**src/rtl/instr_fetch_mem.sv**
```systemverilog
// rtl/instr_fetch_mem.sv - loadable synchronous-read instruction memory with fetch handshake
//
// Purpose:
//   Holds the program as a DEPTH_WORDS x 32-bit array of bytes. The byte order
//   inside each word is set by BIG_ENDIAN. The PC side issues fetches over a
//   valid/ready request channel. Each fetch returns a registered response on the
//   next edge: the whole instruction, its decoded register/opcode fields and a
//   fault flag for misaligned or out-of-range addresses.
//
// Ports:
//   clk, rst_n              clock, asynchronous active-low reset
//   load_en/addr/data       program-load write port (byte address, [1:0] ignored)
//   req_valid/ready/addr    fetch request channel (byte address = PC)
//   rsp_valid/ready         fetch response channel
//   rsp_instr               fetched word (NOP_INSTR on fault)
//   rsp_opcode/rd/rs1/rs2   slices of rsp_instr
//   rsp_fault               misaligned or word index >= DEPTH_WORDS
//   fetch_cnt               accepted fetches, saturating

module instr_fetch_mem #(
    parameter int          ADDR_W      = 7,
    parameter int          DEPTH_WORDS = 32,
    parameter int          BIG_ENDIAN  = 1,
    parameter logic [31:0] NOP_INSTR   = 32'h00000013
) (
    input  logic              clk,
    input  logic              rst_n,
    input  logic              load_en,
    input  logic [ADDR_W-1:0] load_addr,
    input  logic [31:0]       load_data,
    input  logic              req_valid,
    output logic              req_ready,
    input  logic [ADDR_W-1:0] req_addr,
    output logic              rsp_valid,
    input  logic              rsp_ready,
    output logic [31:0]       rsp_instr,
    output logic [6:0]        rsp_opcode,
    output logic [4:0]        rsp_rd,
    output logic [4:0]        rsp_rs1,
    output logic [4:0]        rsp_rs2,
    output logic              rsp_fault,
    output logic [15:0]       fetch_cnt
);

    localparam int          IDX_W   = ADDR_W - 2;
    // Array index width; the address word index may be wider than the array needs.
    localparam int          MEM_AW  = (DEPTH_WORDS > 1) ? $clog2(DEPTH_WORDS) : 1;
    localparam logic [31:0] DEPTH_U = DEPTH_WORDS;

    typedef enum logic {EMPTY, FULL} state_t;

    state_t state_q, state_d;

    logic [7:0] mem [0:DEPTH_WORDS-1][0:3];

    logic [IDX_W-1:0] req_idx;
    logic [IDX_W-1:0] load_idx;
    logic             req_in_range;
    logic             load_in_range;
    logic             req_misaligned;
    logic             req_fault;
    logic             accept;
    logic [31:0]      rd_word;

    logic [31:0] rsp_instr_q;
    logic        rsp_fault_q;
    logic [15:0] fetch_cnt_q;

    assign req_idx        = req_addr[ADDR_W-1:2];
    assign load_idx       = load_addr[ADDR_W-1:2];
    assign req_in_range   = ({{(32-IDX_W){1'b0}}, req_idx} < DEPTH_U);
    assign load_in_range  = ({{(32-IDX_W){1'b0}}, load_idx} < DEPTH_U);
    assign req_misaligned = (req_addr[1:0] != 2'b00);
    assign req_fault      = req_misaligned || !req_in_range;

    // Loads take priority over fetches, so the array never sees a read and a
    // write in the same cycle.
    assign req_ready = !load_en && ((state_q == EMPTY) || rsp_ready);
    assign accept    = req_valid && req_ready;

    // The memory is not reset, so program contents survive a reset.
    always_ff @(posedge clk) begin
        if (load_en && load_in_range) begin
            for (int b = 0; b < 4; b++) begin
                if (BIG_ENDIAN != 0)
                    mem[req_slot(load_idx)][b] <= load_data[8*(3-b) +: 8];
                else
                    mem[req_slot(load_idx)][b] <= load_data[8*b +: 8];
            end
        end
    end

    function automatic logic [MEM_AW-1:0] req_slot(input logic [IDX_W-1:0] idx);
        return idx[MEM_AW-1:0];
    endfunction

    // Reassemble the word in architectural bit order. An out-of-range index
    // can alias here, but the fault path replaces the word with NOP_INSTR.
    always_comb begin
        rd_word = '0;
        for (int b = 0; b < 4; b++) begin
            if (BIG_ENDIAN != 0)
                rd_word[8*(3-b) +: 8] = mem[req_slot(req_idx)][b];
            else
                rd_word[8*b +: 8] = mem[req_slot(req_idx)][b];
        end
    end

    always_ff @(posedge clk or negedge rst_n) begin
        if (!rst_n)
            state_q <= EMPTY;
        else
            state_q <= state_d;
    end

    always_comb begin
        state_d = state_q;
        case (state_q)
            EMPTY:   if (accept) state_d = FULL;
            FULL:    if (rsp_ready) state_d = accept ? FULL : EMPTY;
            default: state_d = EMPTY;
        endcase
    end

    // Response registers only change on an accept. Hold and drain therefore
    // leave the last response visible.
    always_ff @(posedge clk or negedge rst_n) begin
        if (!rst_n) begin
            rsp_instr_q <= NOP_INSTR;
            rsp_fault_q <= 1'b0;
            fetch_cnt_q <= 16'h0000;
        end else if (accept) begin
            rsp_instr_q <= req_fault ? NOP_INSTR : rd_word;
            rsp_fault_q <= req_fault;
            if (fetch_cnt_q != 16'hFFFF)
                fetch_cnt_q <= fetch_cnt_q + 16'h0001;
        end
    end

    assign rsp_valid  = (state_q == FULL);
    assign rsp_instr  = rsp_instr_q;
    assign rsp_fault  = rsp_fault_q;
    assign fetch_cnt  = fetch_cnt_q;
    assign rsp_opcode = rsp_instr_q[6:0];
    assign rsp_rd     = rsp_instr_q[11:7];
    assign rsp_rs1    = rsp_instr_q[19:15];
    assign rsp_rs2    = rsp_instr_q[24:20];

endmodule

```
**config.mk**
```make
export PLATFORM = sky130hd
export DESIGN_NAME = instr_fetch_mem
export DESIGN_NICKNAME = d
export VERILOG_FILES = /design/src/rtl/instr_fetch_mem.sv
export SDC_FILE = /design/constraint.sdc
export NUM_CORES = 1
export LEC_CHECK = 0
export BUFFER_PORTS_ARGS = -buffer_cell sky130_fd_sc_hd__buf_2
export CORE_UTILIZATION = 60
export DETAILED_ROUTE_END_ITERATION = 8
export PLACE_DENSITY = 0.77
export SYNTH_ARGS = -nofsm -noshare
export SYNTH_HDL_FRONTEND = slang
export SYNTH_SLANG_ARGS = --single-unit
```
**constraint.sdc**
```tcl
create_clock -name clk -period 1.7 [get_ports clk]
set_input_delay 0.34 -clock clk [delete_from_list [all_inputs] [get_ports clk]]
set_output_delay 0.34 -clock clk [all_outputs]
set_load 0.01 [all_outputs]
```
* Word level (Yosys, flattened, before mapping)
Memory sizes are Yosys's and may differ from the RTL's.
Cells that the tools add are included.
** Word-level totals
- Memory bits (writable) :: 1024
- Bits of input ports :: 51
- Word-level logic and storage cells :: 20
- Output and inout port bits :: 73
- Register bits after elaboration :: 50
- Memories :: 1
** Memories
- mem :: depth 32, bits a word 32, rd ports 1, clocked after memory_dff 0, write ports 1, RTL line 54 : logic [7:0] mem [0:DEPTH_WORDS-1][0:3];
** Cells by class
- Reduce and logical (&&, ||, !) cells :: 6
- Add/subtract/negate cells :: 1
- Bitwise logic cells :: 1
- Muxes and demuxes :: 6
- Equality and inequality tests :: 1
** Operators by type and width (count)
- $mux 32 :: 1
- $add 16x1->16 const B :: 1
- $ne 16x16->1 const B :: 1
- $mux 1 :: 4
- $logic_and 1x1->1 :: 2
- $pmux 1 s2 :: 1
- $reduce_and 2->1 :: 1
- $reduce_bool 2->1 :: 1
- $logic_not 1->1 :: 1
- $logic_or 1x1->1 :: 1
- $not 1->1 :: 1

* Depth between registers and ports, before layout
Gate-level depths: netlist (run 1).
- Depth in word-level cells :: 7
- Mapped depth :: 10
- Depth with buffers taken out :: 6

* Worst setup path after synthesis (run 1)
OpenSTA, ideal clock, no wires.
- Path kind :: input port to flip-flop
- Start point :: in load_addr[3]
- End point :: mem mem[12][0] (netlist bit) (enable)
- Library setup time :: 421 ps
- Arrival :: 2353 ps
- Cell stages on the path :: 3
- Data required time :: 1279 ps
- Setup slack :: -1074 ps
- Path buffers :: 1
- Path through :: or3b_2 -> clkbuf_1 -> nor2_1
** RTL lines
- start: declaration :: RTL line 29 : input logic [ADDR_W-1:0] load_addr,
- end: declaration :: RTL line 54
Straight into the memory's write port.

* Worst setup path in the final report (run 1)
- Start point :: reg state_q, in the netlist rsp_valid
- End point :: out req_ready
** On the way
- Word-level cells in the longest chain between the ends :: 3
** RTL lines
- start: declaration :: RTL line 52 : state_t state_q, state_d;
- start signal: assignment :: RTL line 113 : state_q <= state_d;
- $not 1->1
- $logic_or 1x1->1 :: RTL line 78 : assign req_ready = !load_en && ((state_q == EMPTY) || rsp_ready);
- $logic_and 1x1->1 :: RTL line 78
- end: declaration :: RTL line 32 : output logic req_ready,
No other way between the ends.

==> load_flow_metrics.sql, run 1 <==
INSERT INTO impl_metrics (metric_group, metric, value, unit) VALUES
('die', 'floorplan.initialDensity', '60.9', '%'),
('yosys', 'postSynthRegisterBits', '1074', ''),
('power', 'total_power', '55.4', 'mW'),
('cts', 'cts_max_path_buffers', '3', ''),
('timing', 'setup_violations', '1', ''),
('power', 'p_sw', '11.8', 'mW'),
('cells_and_area', 'drive_gt1_share', '32.5', '%'),
('power', 'power.internal', '43.6', 'mW'),
('yosys', 'yosysWarnings', '0', ''),
('cells_and_area', 'stdcell_area', '49400', 'sq um'),
('critical_path', 'ff2ff_path_depth', '5', ''),
('timing', 'fin_worst_setup_slack', '-25.8', 'ps'),
('yosys', 'synth_edf_count', '1024', ''),
('timing', 'min_period_over_period', '102', '%'),
('outcome', 'run_status', 'finished, violations left', ''),
('die', 'die-height', '266', 'um'),
('yosys', 'syn-cell-area', '41900', 'sq um'),
('yosys', 'ys_seq_area_share', '76.4', '%'),
('die', 'placement_rows', '96', ''),
('timing', 'tightestPinTransition', '736', 'ps'),
('timing', 'final_period_minus_worst_setup_slack', '1730', 'ps'),
('timing', 'drv_slew', '0', ''),
('timing', 'worst_hold_slack_across_all_endpoints', '27.2', 'ps'),
('routing', 'route.detailed.drc', '0', ''),
('global_routing', 'antenna_found_initial', '10', ''),
('cells_and_area', 'layout.nets', '2434', ''),
('yosys', 'synth_top_flop_cell', 'edfxtp_1', ''),
('cts', 'cts_buffers', '103', ''),
('hold_path', 'min-delay-path-class', 'in2reg', ''),
('place', 'postPlaceCellArea', '45900', 'sq um'),
('yosys', 'synthesis.area_per_instance', '20.3', 'sq um'),
('die', 'floorplan.io_pins', '124', ''),
('critical_path', 'worstPathArrival', '1390', 'ps'),
('die', 'core_area', '68800', 'sq um'),
('timing', 'clock-skew-final', '19.0', 'ps'),
('critical_path', 'criticalPathCategory', 'reg2out', ''),
('routing', 'detailroute.via_count', '22600', ''),
('routing', 'drt-wirelength-per-cell', '31.0', 'um'),
('outcome', 'failing_checks', 'negative setup slack', ''),
('cells_and_area', 'area_growth_syn_to_layout', '17.9', '%'),
('global_routing', 'grtUsageTotal', '30.5', '%'),
('cts', 'clock-root-buffer', 'clkbuf_16', ''),
('power', 'leakagePower', '17.0', 'nW'),
('critical_path', 'critical_path.max_fanout', '3', ''),
('cts', 'tritoncts_clock_tree', 'built', ''),
('routing', 'routed_via_density', '6.64', ''),
('cts', 'cts_htree_levels', '3', ''),
('routing', 'drt-total-wl', '106000', 'um'),
('place', 'place.port_buffers', '121', ''),
('timing', 'rsz0062_at_grt', 'true', ''),
('power', 'share_of_power_burned_in_the_clock_network', '40.3', '%'),
('global_routing', 'grt_first_pass_wirelength', '153000', 'um'),
('critical_path', 'required', '1360', 'ps'),
('power', 'seqPwrFrac', '53.4', '%'),
('cts', 'worst_skew_pair.late_latency', '670', 'ps'),
('global_routing', 'grt_start_max_net_pins', '51', ''),
('global_routing', 'via_count_of_the_first_global_routing_pass', '22900', ''),
('yosys', 'synth_top_cells_by_area', 'edfxtp_1 73%, mux4_2 9.3%, mux2i_1 4.1%, dfrtp_1 2.8%, mux2_2 1.3%', ''),
('critical_path', 'setup.reg_to_reg.worst_slack', '40', 'ps'),
('global_routing', 'globalRouteOverflowTotal', '0', ''),
('critical_path', 'cp-end-kind', 'output port', ''),
('place', 'detailed_place_hpwl', '61800', 'um'),
('critical_path', 'crit_path_start_kind', 'flip-flop', ''),
('timing', 'timing.fmax', '0.579', 'GHz'),
('power', 'pd_cells', '1120', 'nW/um^2'),
('routing', 'dr.pass1.iters', '5', ''),
('cts', 'tritoncts_num_sinks', '1074', ''),
('yosys', 'synth_area_leader', 'edfxtp_1', ''),
('job', 'maxCapViolations', '0', ''),
('timing', 'hold_viol_final', '0', ''),
('cells_and_area', 'finish.utilization', '71.8', '%');
[path summary, 6_finish.rpt]
path | startpoint | endpoint
worst max-delay path | rsp_valid$_DFF_PN0_ | req_ready
worst min-delay path | req_addr[1] | rsp_instr[24]$_DFFE_PN0P_
worst max register to register | mem[15][13]$_DFFE_PP_ | rsp_instr[13]$_DFFE_PN0P_
worst min register to register | fetch_cnt[7]$_DFFE_PN0P_ | fetch_cnt[7]$_DFFE_PN0P_
max in group asynchronous | rst_n | rsp_instr[10]$_DFFE_PN0P_
min in group asynchronous | rst_n | rsp_instr[19]$_DFFE_PN0P_
[logic make-up after synthesis]
group,Yosys count,share of synthesized area [%]
multiplexers,397,14.8
adder cells (fa/ha/maj),1,0.0298
XOR/XNOR,15,0.313
AO/OA/AOI/OAI,198,3.52
flip-flops,1074,76.4
AND/OR/NAND/NOR,240,2.89
buffers and inverters,141,2.06
[layer usage]
metal	track usage (%)	wire, um	up-vias
li1	-	-	9174
met1	41.3	38400	11700
met2	49.8	52000	1467
met3	6.33	11300	261
met4	10.4	3790	10
met5	0	67	-
[registers in the layout, summed over array words and instances (netlist names)]
| signal | cells |
|---|---|
| rsp_valid | 1 |
| rsp_fault | 1 |
| fetch_cnt | 16 |
| mem | 1024 |
| rsp_instr | 32 |
[Yosys cell counts, types with 6 or more instances]
library cell,number
a22oi_1,52
a21oi_1,22
xnor2_1,7
and3_1,31
o2111ai_1,28
a221oi_1,20
edfxtp_1,1024
buf_6,9
dfrtp_1,47
mux4_2,174
nand3_1,8
nand2b_1,6
o211ai_1,28
clkbuf_1,57
nand2_1,94
mux2_2,50
o21ai_0,6
o311ai_0,9
nand4b_1,19
buf_2,22
xor2_1,8
o22ai_1,9
nor2_1,43
buf_1,6
mux2i_1,173
nor2b_1,13
o21ai_1,15
buf_4,36
[stage by stage]
stage / std cells / worst slack, ps / setup TNS, ps
after global routing: 3406 / -84.2 / -299
after CTS: 3403 / -61.9 / -190
after global placement: 3202 / -801 / -97950
after detailed placement: 3202 / -836 / -111970
after floorplan: 2066 / -324 / -196620
final: 3408 / -25.8 / -25.8
[critical path: stages (launching register included)]
cell     delay, ps
dfrtp_1        390
nor2b_4        140
nor2_1          70
buf_2          130
[repair_timing]
item | CTS | global route
hold endpoints to repair | 51 | 0
cloned | 0 | 0
hold buffers | 2 | 0
setup buffers | 3 | 1
endpoints found under the setup margin | 31 | 35
gates resized for setup | 25 | 8
[placed cells by master, fill, tap and decap left out, types with 6 or more instances in the layout]
master and count:
bufinv_16 6, xor2_1 8, a22oi_2 6, o211ai_1 28, a21oi_1 20, buf_6 12, clkbuf_8 11, nor2_4 33
buf_2 108, clkinv_2 25, o2111ai_1 28, nand2_1 94, and3_1 31, nand4b_1 19, a22oi_1 46, mux2_2 24
o22ai_1 9, dfrtp_1 35, mux2_4 26, nor2_1 10, xnor2_1 7, o21ai_1 16, a221oi_1 20, nor2b_1 9
clkbuf_1 24, mux2i_1 173, edfxtp_1 1024, clkinv_1 14, o311ai_1 8, clkbuf_16 104, buf_12 76, mux4_2 174
nand3_1 7, buf_4 148, dfrtp_2 12
[power groups by stage]
stage	registers, mW	clock network (mW)	logic (mW)
finish	29.6	22.3	3.46
global route	29.6	23.5	3.67
CTS	29.6	22.6	3.45
detailed placement	30.1	0	3.37
global placement	30.1	0	3.26
floorplan	30.1	0	1.93
[final cells by class]
cell class,instances,area [sq um]
Antenna cell,4,10.0
Clock buffer,139,2840
Clock inverter,57,488
Fill cell,3912,19400
Inverter,3,11.3
Multi-Input combinational cell,851,9490
Sequential cell,1074,32000
Tap cell,931,1160
Timing Repair Buffer,349,3370
(Power assumes the default switching activity.)
==> run 2: changes to the inputs <==
--- a/config.mk
+++ b/config.mk
@@ -6,7 +6,9 @@
 export NUM_CORES = 1
 export LEC_CHECK = 0
 export BUFFER_PORTS_ARGS = -buffer_cell sky130_fd_sc_hd__buf_2
+export CORE_ASPECT_RATIO = 1.25
 export CORE_UTILIZATION = 60
+export CTS_CLUSTER_DIAMETER = 40
 export DETAILED_ROUTE_END_ITERATION = 8
 export PLACE_DENSITY = 0.77
 export SYNTH_ARGS = -nofsm -noshare
==> run 2 against run 1 <==
  * The flow still finishes with violations (negative setup slack)
  * Cell area is 1.9% higher
  * Fmax is 1.2% lower
  * Sequential power hardly changed
  * Critical endpoint unchanged
  * Largest power group unchanged
==> load_flow_metrics.sql, run 2 (synthesis results as in run 1) <==
INSERT INTO impl_metrics (metric_group, metric, value, unit) VALUES
('critical_path', 'required', '1360', 'ps'),
('place', 'detailedPlace.worstSlack', '-593', 'ps'),
('timing', 'final_period_minus_worst_setup_slack', '1750', 'ps'),
('global_routing', 'grt_first_pass_wirelength', '161000', 'um'),
('hold_path', 'timing.hold.worst_path_depth', '3', ''),
('cts', 'clkSlewWorstSetupHoldPaths', '60', 'ps'),
('critical_path', 'crit_path_start_kind', 'flip-flop', ''),
('cells_and_area', 'drive_gt1_share', '34.3', '%'),
('global_routing', 'antenna_found_initial', '11', ''),
('die', 'placement_rows', '108', ''),
('routing', 'drt-total-wl', '112000', 'um'),
('power', 'power.ir.vdd_worst', '0.982', 'mV'),
('global_routing', 'via_count_of_the_first_global_routing_pass', '23500', ''),
('routing', 'detail-route-antenna-nets', '0', ''),
('timing', 'tightestPinTransition', '743', 'ps'),
('cts', 'cts_buffers', '114', ''),
('critical_path', 'critical_path.max_stage_delay', '380', 'ps'),
('die', 'floorplan.initialDensity', '60.5', '%'),
('critical_path', 'cp_depth', '3', ''),
('outcome', 'run_status', 'finished, violations left', ''),
('routing', 'route.detailed.drc', '0', ''),
('routing', 'dr.pass1.iters', '6', ''),
('cts', 'cts_htree_levels', '3', ''),
('cts', 'tritoncts_num_sinks', '1074', ''),
('power', 'pd_cells', '1160', 'nW/um^2'),
('global_routing', 'grtUsageTotal', '32.2', '%'),
('critical_path', 'timing.critical_path.cells', 'nor2b_4 > nor2_1 > buf_2', ''),
('die', 'die_footprint', '70900', 'sq um'),
('hold_path', 'min-delay-path-class', 'in2reg', ''),
('global_routing', 'grt_start_max_net_pins', '51', ''),
('cells_and_area', 'finish.utilization', '72.6', '%'),
('power', 'leakagePower', '17.4', 'nW'),
('cts', 'cts_max_path_buffers', '3', ''),
('timing', 'drv_slew', '0', ''),
('outcome', 'failing_checks', 'negative setup slack', ''),
('routing', 'drt-wirelength-per-cell', '32.5', 'um'),
('critical_path', 'setup.reg_to_reg.worst_slack', '0', 'ps'),
('cells_and_area', 'area_growth_syn_to_layout', '20.1', '%'),
('job', 'maxCapViolations', '0', ''),
('place', 'place.port_buffers', '121', ''),
('timing', 'timing.fmax', '0.573', 'GHz'),
('critical_path', 'ff2ff_path_depth', '5', ''),
('cells_and_area', 'layout.nets', '2466', ''),
('timing', 'rsz0062_at_grt', 'true', ''),
('timing', 'finalSetupTns', '-85.9', 'ps'),
('cells_and_area', 'largest_reg_flops', '1024', ''),
('cells_and_area', 'stdcell_area', '50300', 'sq um'),
('critical_path', 'timing.critical_path.slowest_stage_cell', 'dfrtp_1', ''),
('critical_path', 'crit_family', 'flip-flops', ''),
('place', 'placed_cells', '3231', ''),
('timing', 'fin_worst_setup_slack', '-46.0', 'ps'),
('global_routing', 'globalRouteOverflowTotal', '0', ''),
('die', 'die-width', '238', 'um'),
('timing', 'setup_violations', '6', ''),
('die', 'die-height', '297', 'um'),
('critical_path', 'cp-end-kind', 'output port', ''),
('cells_and_area', 'final_cell_mix', '1024 x edfxtp_1, 174 x mux4_2, 173 x mux2i_1', ''),
('timing', 'clock-skew-final', '21.2', 'ps'),
('cts', 'worst_skew_pair.late_latency', '680', 'ps'),
('place', 'detailed_place_hpwl', '64800', 'um'),
('cts', 'tritoncts_clock_tree', 'built', ''),
('critical_path', 'critical_path.max_fanout', '3', ''),
('place', 'gp_congestion', '0.843', ''),
('die', 'core_area', '69300', 'sq um'),
('cells_and_area', 'mostFrequentLayoutCell', 'edfxtp_1', ''),
('routing', 'detailroute.via_count', '23200', ''),
('timing', 'hold_viol_final', '0', ''),
('place', 'postPlaceCellArea', '46300', 'sq um'),
('cells_and_area', 'top_register', 'mem', ''),
('routing', 'routed_via_density', '6.73', ''),
('cells_and_area', 'instances_no_fill', '3450', ''),
('critical_path', 'criticalPathCategory', 'reg2out', ''),
('timing', 'slew-limit-headroom', '50.4', '%'),
('die', 'floorplan.io_pins', '124', ''),
('cts', 'clock-root-buffer', 'clkbuf_16', ''),
('timing', 'min_period_over_period', '103', '%'),
('routing', 'initial_detailed_routing_violation_count', '3135', ''),
('critical_path', 'cp.buffers_inverters', '1', ''),
('critical_path', 'worstPathArrival', '1410', 'ps');
## run 2: final cells by class
class,instances,area [sq um]
Tap cell,935,1170
Clock buffer,141,3140
Inverter,3,11.3
Clock inverter,74,753
Antenna cell,2,5.00
Fill cell,3768,19000
Multi-Input combinational cell,851,9510
Sequential cell,1074,32000
Timing Repair Buffer,370,3720
## run 2: metal layers
layer | GRT usage, % | share of wire [%] | up-vias | wire length, um
li1 | - | - | 9234 | -
met1 | 43.9 | 35 | 12000 | 39700
met2 | 52.2 | 49 | 1685 | 55400
met3 | 5.18 | 11 | 281 | 12400
met4 | 13.9 | 4.1 | 8 | 4550
met5 | 0 | 0.051 | - | 57
## run 2: path summary, 6_finish.rpt
check                                            endpoint                     start
worst max-delay path                            req_ready       rsp_valid$_DFF_PN0_
worst min-delay path                  rsp_valid$_DFF_PN0_                 rsp_ready
worst max register to register  rsp_instr[18]$_DFFE_PN0P_     mem[27][18]$_DFFE_PP_
worst min register to register   fetch_cnt[7]$_DFFE_PN0P_  fetch_cnt[7]$_DFFE_PN0P_
max in group asynchronous       rsp_instr[11]$_DFFE_PN0P_                     rst_n
min in group asynchronous        rsp_instr[3]$_DFFE_PN0P_                     rst_n
## run 2: repair_timing
action / CTS / global route
gates resized for setup: 29 / 10
setup buffers: 1 / 0
hold buffers: 1 / 0
pin swaps: 7 / 4
setup endpoints to repair: 58 / 27
endpoints found under the hold margin: 47 / 0
## run 2: stage by stage
step	power (mW)	hold slack, ps
5_1_grt	59.8	72.0
3_5_place_dp	33.6	402
3_3_place_gp	33.5	394
6_report	58.4	38.0
4_1_cts	58.6	6.23
2_1_floorplan	32.1	44.4
## run 2: power by group
part / total (mW) / internal (mW) / switching [mW]
registers: 29.6 / 29.4 / 0.221
clock network: 25.2 / 14.8 / 10.4
logic: 3.57 / 1.56 / 2.01
total: 58.4 / 45.7 / 12.7
## run 2: worst reg2reg max path, stage by stage (launching register included)
cell	delay (ps)
edfxtp_1	390
mux4_2	490
o211ai_1	260
buf_4	190
o2111ai_2	80
and3_1	170
